===== src/rtl/instr_fetch_seq.sv =====
`default_nettype none
// ============================================================================
// Module      : instr_fetch_seq
// Description : Multicycle 4-byte instruction fetch feeding instr_reg.
//               Optional per-byte wait timeout under `FETCH_TIMEOUT_EN.
// Revision    : 1.0 - initial release
// ============================================================================
module instr_fetch_seq #(
    parameter int            AW             = 8,
    parameter logic [AW-1:0] RESET_PC       = '0,
    parameter int            TIMEOUT_CYCLES = 16
) (
    input  logic          clk_i,
    input  logic          rst_i,
    input  logic          fetch_start_i,
    input  logic          pc_load_i,
    input  logic [AW-1:0] pc_next_i,
    output logic [AW-1:0] mem_addr_o,
    output logic          mem_rd_o,
    input  logic [7:0]    mem_rdata_i,
    input  logic          mem_ready_i,
    output logic [7:0]    instr8bit_o,
    output logic [3:0]    IRWrite_o,
    output logic          fetch_en_o,
    output logic          fetch_done_o,
    output logic          fetch_err_o,
    output logic          busy_o,
    output logic [AW-1:0] pc_o
);

    typedef enum logic [2:0] {
        S_IDLE = 3'd0,
        S_RD0  = 3'd1,
        S_RD1  = 3'd2,
        S_RD2  = 3'd3,
        S_RD3  = 3'd4,
        S_WB   = 3'd5
    } state_t;

    state_t        r_state;
    state_t        w_state_nxt;
    logic [AW-1:0] r_base;
    logic [AW-1:0] r_pc;
    logic [7:0]    r_instr8;
    logic [3:0]    r_irwrite;
    logic          r_done;
    logic          r_err;
    logic          w_rd;
    logic [2:0]    w_idx;
    logic [1:0]    w_lane;
    logic          w_accept;
    logic          w_start;
    logic          w_timeout;

    assign w_rd     = (r_state == S_RD0) || (r_state == S_RD1) ||
                      (r_state == S_RD2) || (r_state == S_RD3);
    // RDk encodings are consecutive, so the byte lane is the state offset from RD0
    assign w_idx    = 3'(r_state) - 3'd1;
    assign w_lane   = w_idx[1:0];
    assign w_accept = w_rd && mem_ready_i;
    assign w_start  = (r_state == S_IDLE) && !pc_load_i && fetch_start_i;

`ifdef FETCH_TIMEOUT_EN
    localparam int c_wait_w = $clog2(TIMEOUT_CYCLES + 1);

    logic [c_wait_w-1:0] r_wait;

    always_ff @(posedge clk_i) begin
        if (rst_i || !w_rd || w_accept || w_timeout) begin
            r_wait <= '0;
        end else begin
            r_wait <= r_wait + 1'b1;
        end
    end

    assign w_timeout = w_rd && !mem_ready_i &&
                       (r_wait == c_wait_w'(TIMEOUT_CYCLES - 1));
`else
    assign w_timeout = 1'b0;
`endif

    always_ff @(posedge clk_i) begin
        if (rst_i) begin
            r_state <= S_IDLE;
        end else begin
            r_state <= w_state_nxt;
        end
    end

    always_comb begin
        w_state_nxt = r_state;
        case (r_state)
            S_IDLE:  if (w_start)  w_state_nxt = S_RD0;
            S_RD0:   if (w_accept) w_state_nxt = S_RD1;
            S_RD1:   if (w_accept) w_state_nxt = S_RD2;
            S_RD2:   if (w_accept) w_state_nxt = S_RD3;
            S_RD3:   if (w_accept) w_state_nxt = S_WB;
            S_WB:    w_state_nxt = S_IDLE;
            default: w_state_nxt = S_IDLE;
        endcase
        if (w_timeout) begin
            w_state_nxt = S_IDLE;
        end
    end

    always_ff @(posedge clk_i) begin
        if (rst_i) begin
            r_base    <= '0;
            r_pc      <= RESET_PC;
            r_instr8  <= 8'h00;
            r_irwrite <= 4'b0000;
            r_done    <= 1'b0;
            r_err     <= 1'b0;
        end else begin
            r_irwrite <= w_accept ? (4'b0001 << w_lane) : 4'b0000;
            if (w_accept) begin
                r_instr8 <= mem_rdata_i;
            end
            r_done <= (r_state == S_WB);
            r_err  <= w_timeout;
            if (w_start) begin
                r_base <= r_pc;
            end
            if ((r_state == S_IDLE) && pc_load_i) begin
                r_pc <= pc_next_i;
            end else if (r_state == S_WB) begin
                r_pc <= r_base + AW'(4);
            end
        end
    end

    assign mem_rd_o     = w_rd;
    assign mem_addr_o   = w_rd ? (r_base + AW'(w_lane)) : '0;
    assign instr8bit_o  = r_instr8;
    assign IRWrite_o    = r_irwrite;
    assign fetch_en_o   = |r_irwrite;
    assign fetch_done_o = r_done;
    assign fetch_err_o  = r_err;
    assign busy_o       = (r_state != S_IDLE);
    assign pc_o         = r_pc;

endmodule
`default_nettype wire


===== config.mk =====
export PLATFORM = sky130hd
export DESIGN_NAME = instr_fetch_seq
export DESIGN_NICKNAME = d
export VERILOG_FILES = /design/src/rtl/instr_fetch_seq.sv
export SDC_FILE = /design/constraint.sdc
export NUM_CORES = 1
export LEC_CHECK = 0
export BUFFER_PORTS_ARGS = -buffer_cell sky130_fd_sc_hd__buf_2
export CORE_AREA = 2 2 61 63
export CTS_BUF_LIST = sky130_fd_sc_hd__clkbuf_16
export DETAILED_ROUTE_END_ITERATION = 10
export DIE_AREA = 0 0 63 65
export GPL_TIMING_DRIVEN = 0
export PLACE_DENSITY_LB_ADDON = 0.2
export SLEW_MARGIN = 20
export SYNTH_ARGS = -nofsm -noshare
export SYNTH_HDL_FRONTEND = slang
export SYNTH_SLANG_ARGS = --single-unit
export TNS_END_PERCENT = 50

===== constraint.sdc =====
create_clock -name clk_i -period 2.5 [get_ports clk_i]
set_input_delay 0.5 -clock clk_i [delete_from_list [all_inputs] [get_ports clk_i]]
set_output_delay 0.5 -clock clk_i [all_outputs]
set_load 0.02 [all_outputs]

==> results of run 1 <==
## metrics by stage
step,instance area [sq um],setup slack [ns]
after floorplan,1637,0.01210
after global placement,1952,-0.06790
after detailed placement,1952,-0.07949
after CTS,2135,-0.05896
after global routing,2243,-0.04972
final,2243,0.008363
## report_power, final
| group | leakage (nW) | switching [mW] | internal (mW) |
|---|---|---|---|
| combinational | 0.656 | 0.689 | 0.506 |
| clock | 0.0648 | 0.198 | 0.355 |
| sequential | 0.262 | 0.0675 | 0.600 |
| total | 0.983 | 0.955 | 1.46 |
## layer usage
metal  vias to the layer above  track usage (%)
met3                         9            5.035
met5                         -                0
met2                        44            32.31
li1                        779                -
met4                         0            8.056
met1                       690            25.37
## Yosys cell counts
master	count
or4_1	1
a211oi_2	1
nand3_1	8
and3_1	1
nand2_4	1
xor2_1	4
nor4_1	5
nand3_4	1
and3b_1	1
conb_1	1
nand4b_1	1
nor2b_1	4
clkbuf_1	9
ha_1	7
or3_1	1
a311oi_1	3
and2_1	1
buf_4	1
o21ai_0	2
nor2_1	22
nand2b_1	2
a311o_1	2
buf_12	1
nor3_1	3
dfxtp_1	32
mux2i_1	10
xnor2_1	5
o22ai_2	1
inv_1	8
a21oi_1	20
buf_2	1
o311ai_0	1
nand2_1	25
o21a_1	1
or4_4	1
a32oi_1	1
buf_6	1
nand3b_1	1
fa_1	1
## tightest hold or removal path, delay by kind of cell
| kind | cells | cell delay [ns] |
|---|---|---|
| buf+inv | 1 | 0.07 |
| mux | 1 | 0.05 |
| simple gates | 1 | 0.07 |
## what timing repair did
action	CTS	global route
setup endpoints to repair	6	4
resized for setup	13	15
setup buffers	1	5
pin swaps	2	5
## area by class of cell
cell class	count	area, sq um
timing repair buffer	57	311.5
fill	320	1252
buffer	13	77.57
inverter	8	37.54
sequential	32	646.9
clock inverter	2	7.507
multi-input combinational	139	977.2
clock buffer	5	125.1
tap	48	60.06
## path summary, 6_finish.rpt
check	endpoint	slack [ns]
min	instr8bit_o[7]$_SDFFE_PP0P_	0.45
min reg2reg	r_base[0]$_SDFFE_PP0P_	0.46
max reg2reg	instr8bit_o[6]$_SDFFE_PP0P_	0.52
max	mem_addr_o[5]	0.008
## state kept, by name, indices dropped and copies added (netlist names)
register and cells:
fetch_done_o 1, instr8bit_o 8, r_state 3, r_base 8, pc_o 8, IRWrite_o 4
## cell families (layout without fill, tap and decap cells)
logic type               count (synthesis)  after routing  synth area share [%]
AO/OA/AOI/OAI                           32             32                 12.62
other                                    1              1                0.2291
flip-flops                              32             32                 39.14
buffers and inverters                   21             85                 6.575
XOR/XNOR                                 9              9                 4.816
AND/OR/NAND/NOR                         79             79                 23.93
adder cells (fa/ha/maj)                  8              8                 6.575
multiplexers                            10             10                 6.116
==> flow_metrics.py, run 1 <==
metrics = {
    "route": {
        "remaining_drc_errors": 0,
        "postRouteAntennaNets": 0,
        "vias": 1522,
        "drt-met1-wl_um": 1880,
        "top_layer_used": "met4",
        "drt-pass1-iter-count": 4,
        "avgViaCountPerCell": 5.007,
        "wl_per_cell_um": 12.93,
        "wl_met3_um": 219,
        "wl_met2_um": 1754,
        "wl_um": 3931,
        "drtIter0Drc": 58,
    },
    "setup_path": {
        "critPathCaptureType": "primary output",
        "path_delay_family": "adder cells",
        "cp_max_fo": 5,
        "crit_arrival_ns": 1.99,
        "cp.required_ns": 2.00,
        "startpoint": "r_state[0]$_SDFFE_PP0P_",
        "cp_slowest_cell": "dfxtp_4",
        "cp.depth": 8,
        "r2r_start": "r_state[0]$_SDFFE_PP0P_",
        "path_cells": "inv_6 -> ha_4 -> inv_4 -> ha_4 -> a21oi_4 -> or3_4 -> a21oi_4 -> buf_6",
        "max_stage_delay_ns": 0.39,
        "critPathBufInv": 3,
        "ff2ff_path_depth": 7,
        "crit_type": "reg2out",
        "startpoint_type": "flip-flop",
    },
    "die": {
        "die_area_sq_mm": 0.004095,
        "core_sq_mm": 0.003496,
        "dieWidth_um": 63,
        "row_count": 22,
        "start_util_pct": 46.81,
        "die_h_um": 65,
        "pin_count": 54,
    },
    "worst_hold_path": {
        "hold_path_class": "in2reg",
        "hold_depth": 3,
        "hold_path.startpoint": "mem_rdata_i[7]",
    },
    "timing": {
        "hold_ws_ns": 0.4536,
        "period_needed_ns": 2.492,
        "setup_tns_ns": 0,
        "max_slew_margin_pct": 65.27,
        "finClkSkew_ns": 0.006024,
        "setup_violations": 0,
        "hold_viol": 0,
        "period_share_pct": 99.67,
        "max_freq_ghz": 0.4013,
        "worst_pin_slew_ns": 0.5209,
        "finalMaxSlewViolations": 0,
        "rsz0062_at_grt": "yes",
    },
    "synthesis": {
        "netlist_instances": 192,
        "synth.area.top_cells": "dfxtp_1, a21oi_1, mux2i_1",
        "yosysSeqAreaShare_pct": 39.14,
        "synth_nets": 221,
        "synthesis.area_sq_mm": 0.001637,
        "ys_warn_count": 0,
        "synth_top_area_cell": "dfxtp_1",
        "yosysUniqueCellTypes": 39,
        "synth_top_area_share_pct": 39.14,
        "ys_ff_latch": 32,
        "syn_avg_cell_area_sq_um": 8.524,
    },
    "place": {
        "numPortBuffers": 51,
        "hpwl_um": 2727,
        "dp_cells": 291,
        "finalWeightedCongestion": 0.8455,
    },
    "clock_tree": {
        "root_buffer": "clkbuf_16",
        "clock_latency_ns": 0.28,
        "clk_pin_slew_worst_paths_ns": 0.05,
        "cts.sinks": 32,
        "cts-buffers-inserted": 5,
        "cts_buffer_depth": 2,
        "cts_tree": "yes",
        "holdBufCountCts": 0,
        "htreeDepth": 2,
    },
    "finish": {
        "layout_common_cells": "buf_2, dfxtp_1, nand2_1, nor2_1, a21oi_1",
        "final_util_pct": 64.17,
        "insertedDiodeCount": 0,
        "layout.nets": 285,
        "final_common_cell": "buf_2",
        "syn_to_final_growth_pct": 37.08,
        "fin_cells": 304,
        "drive_gt1_share_pct": 33.59,
    },
    "global_routing": {
        "overflow": 0,
        "antenna_found_initial": 0,
        "grtUsageTotal_pct": 19.97,
        "grt_pass1_wl_um": 6348,
        "grt_max_degree": 11,
        "first_global_vias": 1393,
    },
    "run": {
        "cap_violations": 0,
    },
    "power": {
        "power_density_mw_per_mm2": 1076,
        "ir_drop_mv": 0.4862,
        "total_power_mw": 2.415,
        "p_leak_nw": 0.9827,
    },
    "status": {
        "outcome": "finished, final reports clean",
    },
}
Power figures use the tool's default switching activity.
==> run 2, diff against run 1 <==
--- a/config.mk
+++ b/config.mk
@@ -6,10 +6,12 @@
 export NUM_CORES = 1
 export LEC_CHECK = 0
 export BUFFER_PORTS_ARGS = -buffer_cell sky130_fd_sc_hd__buf_2
-export CORE_AREA = 2 2 61 63
+export CELL_PAD_IN_SITES_DETAIL_PLACEMENT = 0
+export CELL_PAD_IN_SITES_GLOBAL_PLACEMENT = 1
+export CORE_AREA = 2 2 71 73
 export CTS_BUF_LIST = sky130_fd_sc_hd__clkbuf_16
 export DETAILED_ROUTE_END_ITERATION = 10
-export DIE_AREA = 0 0 63 65
+export DIE_AREA = 0 0 73 75
 export GPL_TIMING_DRIVEN = 0
 export PLACE_DENSITY_LB_ADDON = 0.2
 export SLEW_MARGIN = 20
==> run 2 against run 1 <==
Net effect: cell count grew 0.66%; sequential power is essentially flat; register-to-register slack gained 0.02 ns; flip-flop and latch count is the same; combinational power shrank 6%; cell area shrank 2.0%.
==> flow_metrics.py, run 2 (same netlist as run 1, synthesis figures left out) <==
metrics = {
    "finish": {
        "fin_cells": 306,
        "insertedDiodeCount": 0,
        "final_common_cell": "buf_2",
        "layout.nets": 283,
        "syn_to_final_growth_pct": 34.40,
        "final_cell_area_sq_mm": 0.002200,
        "n_fill_cell": 478,
        "drive_gt1_share_pct": 32.94,
        "layout_common_cells": "buf_2, dfxtp_1, nand2_1, nor2_1, a21oi_1",
    },
    "clock_tree": {
        "cts-buffers-inserted": 5,
        "clk_pin_slew_worst_paths_ns": 0.05,
        "cts.sinks": 32,
        "clock_latency_ns": 0.27,
        "root_buffer": "clkbuf_16",
        "htreeDepth": 2,
        "cts_tree": "yes",
        "cts_buffer_depth": 2,
    },
    "setup_path": {
        "cp.depth": 8,
        "critPathBufInv": 3,
        "cp_max_fo": 4,
        "cp.required_ns": 2.00,
        "critPathCaptureType": "primary output",
        "path_cells": "inv_2 -> ha_4 -> inv_2 -> ha_4 -> a21oi_2 -> or3_1 -> a21oi_2 -> buf_4",
        "max_stage_delay_ns": 0.36,
        "path_delay_family": "adder cells",
        "crit_type": "reg2out",
        "ff2ff_path_depth": 7,
        "startpoint_type": "flip-flop",
        "crit_arrival_ns": 1.94,
        "cp_slowest_cell": "dfxtp_4",
    },
    "timing": {
        "finalMaxSlewViolations": 0,
        "finClkSkew_ns": 0.004372,
        "period_needed_ns": 2.442,
        "period_share_pct": 97.67,
        "setup_violations": 0,
        "fin_ws_ns": 0.05832,
        "hold_ws_ns": 0.4592,
        "hold_viol": 0,
        "max_slew_margin_pct": 63.56,
        "rsz0062_at_grt": "yes",
        "max_freq_ghz": 0.4096,
        "worst_pin_slew_ns": 0.5466,
    },
    "status": {
        "outcome": "finished, final reports clean",
    },
    "die": {
        "row_count": 25,
        "die_h_um": 75,
        "die_area_sq_mm": 0.005475,
        "start_util_pct": 35.11,
        "pin_count": 54,
        "core_sq_mm": 0.004661,
        "dieWidth_um": 73,
    },
    "place": {
        "hpwl_um": 3001,
        "numPortBuffers": 51,
        "finalWeightedCongestion": 0.7940,
        "dp_slack_ns": -0.1059,
        "post_dp_cell_area_sq_mm": 0.001959,
        "dp_cells": 297,
    },
    "route": {
        "drt-pass1-iter-count": 4,
        "avgViaCountPerCell": 4.837,
        "vias": 1480,
        "wl_um": 4115,
        "drtIter0Drc": 105,
        "wl_per_cell_um": 13.45,
        "remaining_drc_errors": 0,
        "postRouteAntennaNets": 0,
    },
    "run": {
        "cap_violations": 0,
    },
    "worst_hold_path": {
        "hold_path_class": "in2reg",
        "hold_depth": 3,
    },
    "global_routing": {
        "grt_pass1_wl_um": 6389,
        "grt_max_degree": 11,
        "overflow": 0,
        "antenna_found_initial": 0,
        "first_global_vias": 1348,
        "grtUsageTotal_pct": 15.71,
    },
    "power": {
        "ir_drop_mv": 0.4031,
        "power_density_mw_per_mm2": 1058,
        "p_leak_nw": 0.9639,
    },
}
-- run 2: cell count changes in the layout (fill, tap and decap cells not counted), moves of 2 or more --
| cell | delta |
|---|---|
| a21oi_2 | +2 |
| buf_4 | -2 |
| clkinv_1 | -2 |
| dfxtp_2 | -2 |
| a21oi_4 | -2 |
-- run 2: routing by layer --
metal	GRT usage, %	up-vias	routed length [um]
met5	0	-	0
met4	6.584	0	39
met3	4.685	5	268
met2	23.22	43	1827
met1	21.35	659	1979
li1	-	773	-
-- run 2: through the flow --
stage,total power [mW],setup TNS [ns],util [%]
4_1_cts,2.301,0,45.99
5_1_grt,2.480,-0.06811,47.19
6_report,2.328,0,47.19
3_3_place_gp,1.644,-0.4127,42.04
2_1_floorplan,1.383,0,-
3_5_place_dp,1.647,-0.3551,42.04
-- run 2: path summary, 6_finish.rpt --
path	start	to	slack, ns
max	r_state[1]$_SDFFE_PP0P_	mem_addr_o[5]	0.06
min reg2reg	pc_o[3]$_SDFFE_PP0P_	r_base[3]$_SDFFE_PP0P_	0.47
min	pc_next_i[4]	pc_o[4]$_SDFFE_PP0P_	0.46
max reg2reg	r_state[0]$_SDFFE_PP0P_	instr8bit_o[5]$_SDFFE_PP0P_	0.54
-- run 2: worst reg2reg max path: stages (launching register included) --
cell     delay [ns]
dfxtp_4        0.36
buf_4          0.15
ha_1           0.22
or4_4          0.57
nand3_4        0.14
buf_12         0.14
mux2i_1        0.19
nor2_1         0.05
-- run 2: where the power goes --
part	switching, mW	internal, mW
clock	0.188	0.350
sequential	0.0657	0.601
combinational	0.661	0.462
-- run 2: cell type report --
class	count	area (sq um)	share of cell area [%]
timing repair buffer	55	290.3	13.20
inverter	8	37.54	1.706
multi-input combinational	139	953.4	43.34
clock buffer	5	125.1	5.688
buffer	13	77.57	3.527
tap	54	67.56	3.072
sequential	32	648.1	29.47
-- run 2: repair_timing --
| action | 4_1_cts | 5_1_grt |
|---|---|---|
| pin swaps | 2 | 4 |
| endpoints found under the setup margin | 6 | 4 |
| hold buffers | 0 | 0 |
| setup buffers | 2 | 2 |
| gates resized for setup | 13 | 10 |
==> run 3, diff against run 2 <==
--- a/config.mk
+++ b/config.mk
@@ -8,10 +8,10 @@
 export BUFFER_PORTS_ARGS = -buffer_cell sky130_fd_sc_hd__buf_2
 export CELL_PAD_IN_SITES_DETAIL_PLACEMENT = 0
 export CELL_PAD_IN_SITES_GLOBAL_PLACEMENT = 1
-export CORE_AREA = 2 2 71 73
+export CORE_AREA = 5 5 74 76
 export CTS_BUF_LIST = sky130_fd_sc_hd__clkbuf_16
 export DETAILED_ROUTE_END_ITERATION = 10
-export DIE_AREA = 0 0 73 75
+export DIE_AREA = 0 0 79 81
 export GPL_TIMING_DRIVEN = 0
 export PLACE_DENSITY_LB_ADDON = 0.2
 export SLEW_MARGIN = 20
==> constraint.sdc (replaced) <==
create_clock -name clk_i -period 2.5 [get_ports clk_i]
set_input_delay 0.5 -clock clk_i [delete_from_list [all_inputs] [get_ports clk_i]]
set_output_delay 0.5 -clock clk_i [all_outputs]
set_load 0.005 [all_outputs]
==> run 3 against run 2 <==
Net effect: largest cell class unchanged; critical endpoint unchanged; highest routed layer unchanged; sequential share of layout area increased by 0.31 points; core utilization down 0.67 points; worst setup slack gained 0.014 ns; register-to-register slack gained 0.05 ns; routed wire length grew 1.5%.
==> flow_metrics.py, run 3 (same netlist as run 1, synthesis figures left out) <==
metrics = {
    "status": {
        "outcome": "finished, final reports clean",
    },
    "place": {
        "post_dp_cell_area_sq_mm": 0.001959,
        "finalWeightedCongestion": 0.8094,
        "dp_cells": 297,
        "dp_slack_ns": -0.04565,
        "hpwl_um": 3191,
        "numPortBuffers": 51,
    },
    "global_routing": {
        "grt_max_degree": 11,
        "overflow": 0,
        "grt_pass1_wl_um": 7107,
        "antenna_found_initial": 0,
        "first_global_vias": 1469,
        "grtUsageTotal_pct": 14.22,
    },
    "setup_path": {
        "r2r_start": "r_state[0]$_SDFFE_PP0P_",
        "startpoint": "r_state[0]$_SDFFE_PP0P_",
        "crit_arrival_ns": 1.93,
        "critPathCaptureType": "primary output",
        "crit_type": "reg2out",
        "cp_max_fo": 6,
        "ff2ff_path_depth": 7,
        "regToRegSetupSlack_ns": 0.59,
        "r2r_end": "instr8bit_o[3]$_SDFFE_PP0P_",
        "cp.required_ns": 2.00,
        "startpoint_type": "flip-flop",
    },
    "finish": {
        "syn_to_final_growth_pct": 32.49,
        "fin_cells": 308,
        "final_cell_area_sq_mm": 0.002168,
        "drive_gt1_share_pct": 32.28,
        "insertedDiodeCount": 0,
        "n_fill_cell": 489,
        "final_common_cell": "buf_2",
        "layout_common_cells": "buf_2, dfxtp_1, nand2_1, nor2_1, a21oi_1",
        "layout.nets": 282,
        "final_util_pct": 46.52,
    },
    "worst_hold_path": {
        "min_to": "instr8bit_o[2]$_SDFFE_PP0P_",
        "hold_path.startpoint": "mem_rdata_i[2]",
        "hold_depth": 3,
        "hold_path_class": "in2reg",
    },
    "route": {
        "postRouteAntennaNets": 0,
        "wl_um": 4175,
        "drtIter0Drc": 73,
        "vias": 1493,
        "remaining_drc_errors": 0,
        "drt-pass1-iter-count": 4,
        "wl_per_cell_um": 13.56,
        "avgViaCountPerCell": 4.847,
    },
    "die": {
        "core_sq_mm": 0.004661,
        "dieWidth_um": 79,
        "die_h_um": 81,
        "row_count": 25,
        "pin_count": 54,
        "start_util_pct": 35.11,
        "die_area_sq_mm": 0.006399,
    },
    "power": {
        "power_density_mw_per_mm2": 1004,
        "total_power_mw": 2.178,
        "p_leak_nw": 0.9663,
        "ir_drop_mv": 0.4771,
    },
    "timing": {
        "max_freq_ghz": 0.4119,
        "worst_pin_slew_ns": 0.5104,
        "hold_viol": 0,
        "max_slew_margin_pct": 65.97,
        "period_share_pct": 97.11,
        "fin_ws_ns": 0.07236,
        "setup_tns_ns": 0,
        "finClkSkew_ns": 0.002170,
        "rsz0062_at_grt": "yes",
        "period_needed_ns": 2.428,
        "finalMaxSlewViolations": 0,
        "hold_ws_ns": 0.4597,
        "setup_violations": 0,
    },
    "run": {
        "cap_violations": 0,
    },
    "clock_tree": {
        "clock_latency_ns": 0.27,
        "cts.sinks": 32,
        "cts_tree": "yes",
        "root_buffer": "clkbuf_16",
        "clk_pin_slew_worst_paths_ns": 0.05,
        "cts_buffer_depth": 2,
        "htreeDepth": 2,
        "cts-buffers-inserted": 5,
    },
}
-- run 3: routing by layer --
| metal | wire [um] | global-route usage, % | vias to the layer above |
|---|---|---|---|
| li1 | - | - | 780 |
| met1 | 1962 | 18.53 | 673 |
| met2 | 1914 | 22.31 | 35 |
| met3 | 258 | 4.545 | 5 |
| met4 | 39 | 4.639 | 0 |
| met5 | 0 | 0 | - |
-- run 3: layout make-up --
type	count	area [sq um]	area share, %
clock inverter	3	13.76	0.6347
tap	54	67.56	3.116
multi-input combinational	139	928.4	42.82
timing repair buffer	54	277.8	12.81
sequential	32	645.6	29.77
inverter	8	32.53	1.500
clock buffer	5	125.1	5.770
buffer	13	77.57	3.578
-- run 3: where the power goes --
part | leakage, nW | internal, mW | switching [mW]
registers | 0.261 | 0.599 | 0.0558
clock network | 0.0710 | 0.361 | 0.206
logic | 0.634 | 0.443 | 0.514
total | 0.966 | 1.40 | 0.776
-- run 3: worst max path at each step --
stage	cells after the start	endpoint	slack, ns
after global routing	9	mem_addr_o[6]	-0.01
after detailed placement	9	mem_addr_o[7]	-0.05
after global placement	9	mem_addr_o[7]	-0.06
final	8	mem_addr_o[5]	0.07
after CTS	8	mem_addr_o[6]	0.009
after floorplan	7	mem_addr_o[6]	0.20
-- run 3: what timing repair did --
| item | 4_1_cts | 5_1_grt |
|---|---|---|
| setup buffers | 3 | 0 |
| hold endpoints to repair | 0 | 0 |
| resized for setup | 10 | 4 |
| hold buffers | 0 | 0 |
| setup endpoints to repair | 6 | 3 |
| pin swaps | 1 | 2 |
-- run 3: critical path: stages, from the launching register on --
cell	delay [ns]
dfxtp_4	0.35
inv_4	0.05
ha_4	0.29
inv_2	0.06
ha_4	0.26
a21oi_2	0.06
or3_1	0.36
a21oi_2	0.11
buf_2	0.12
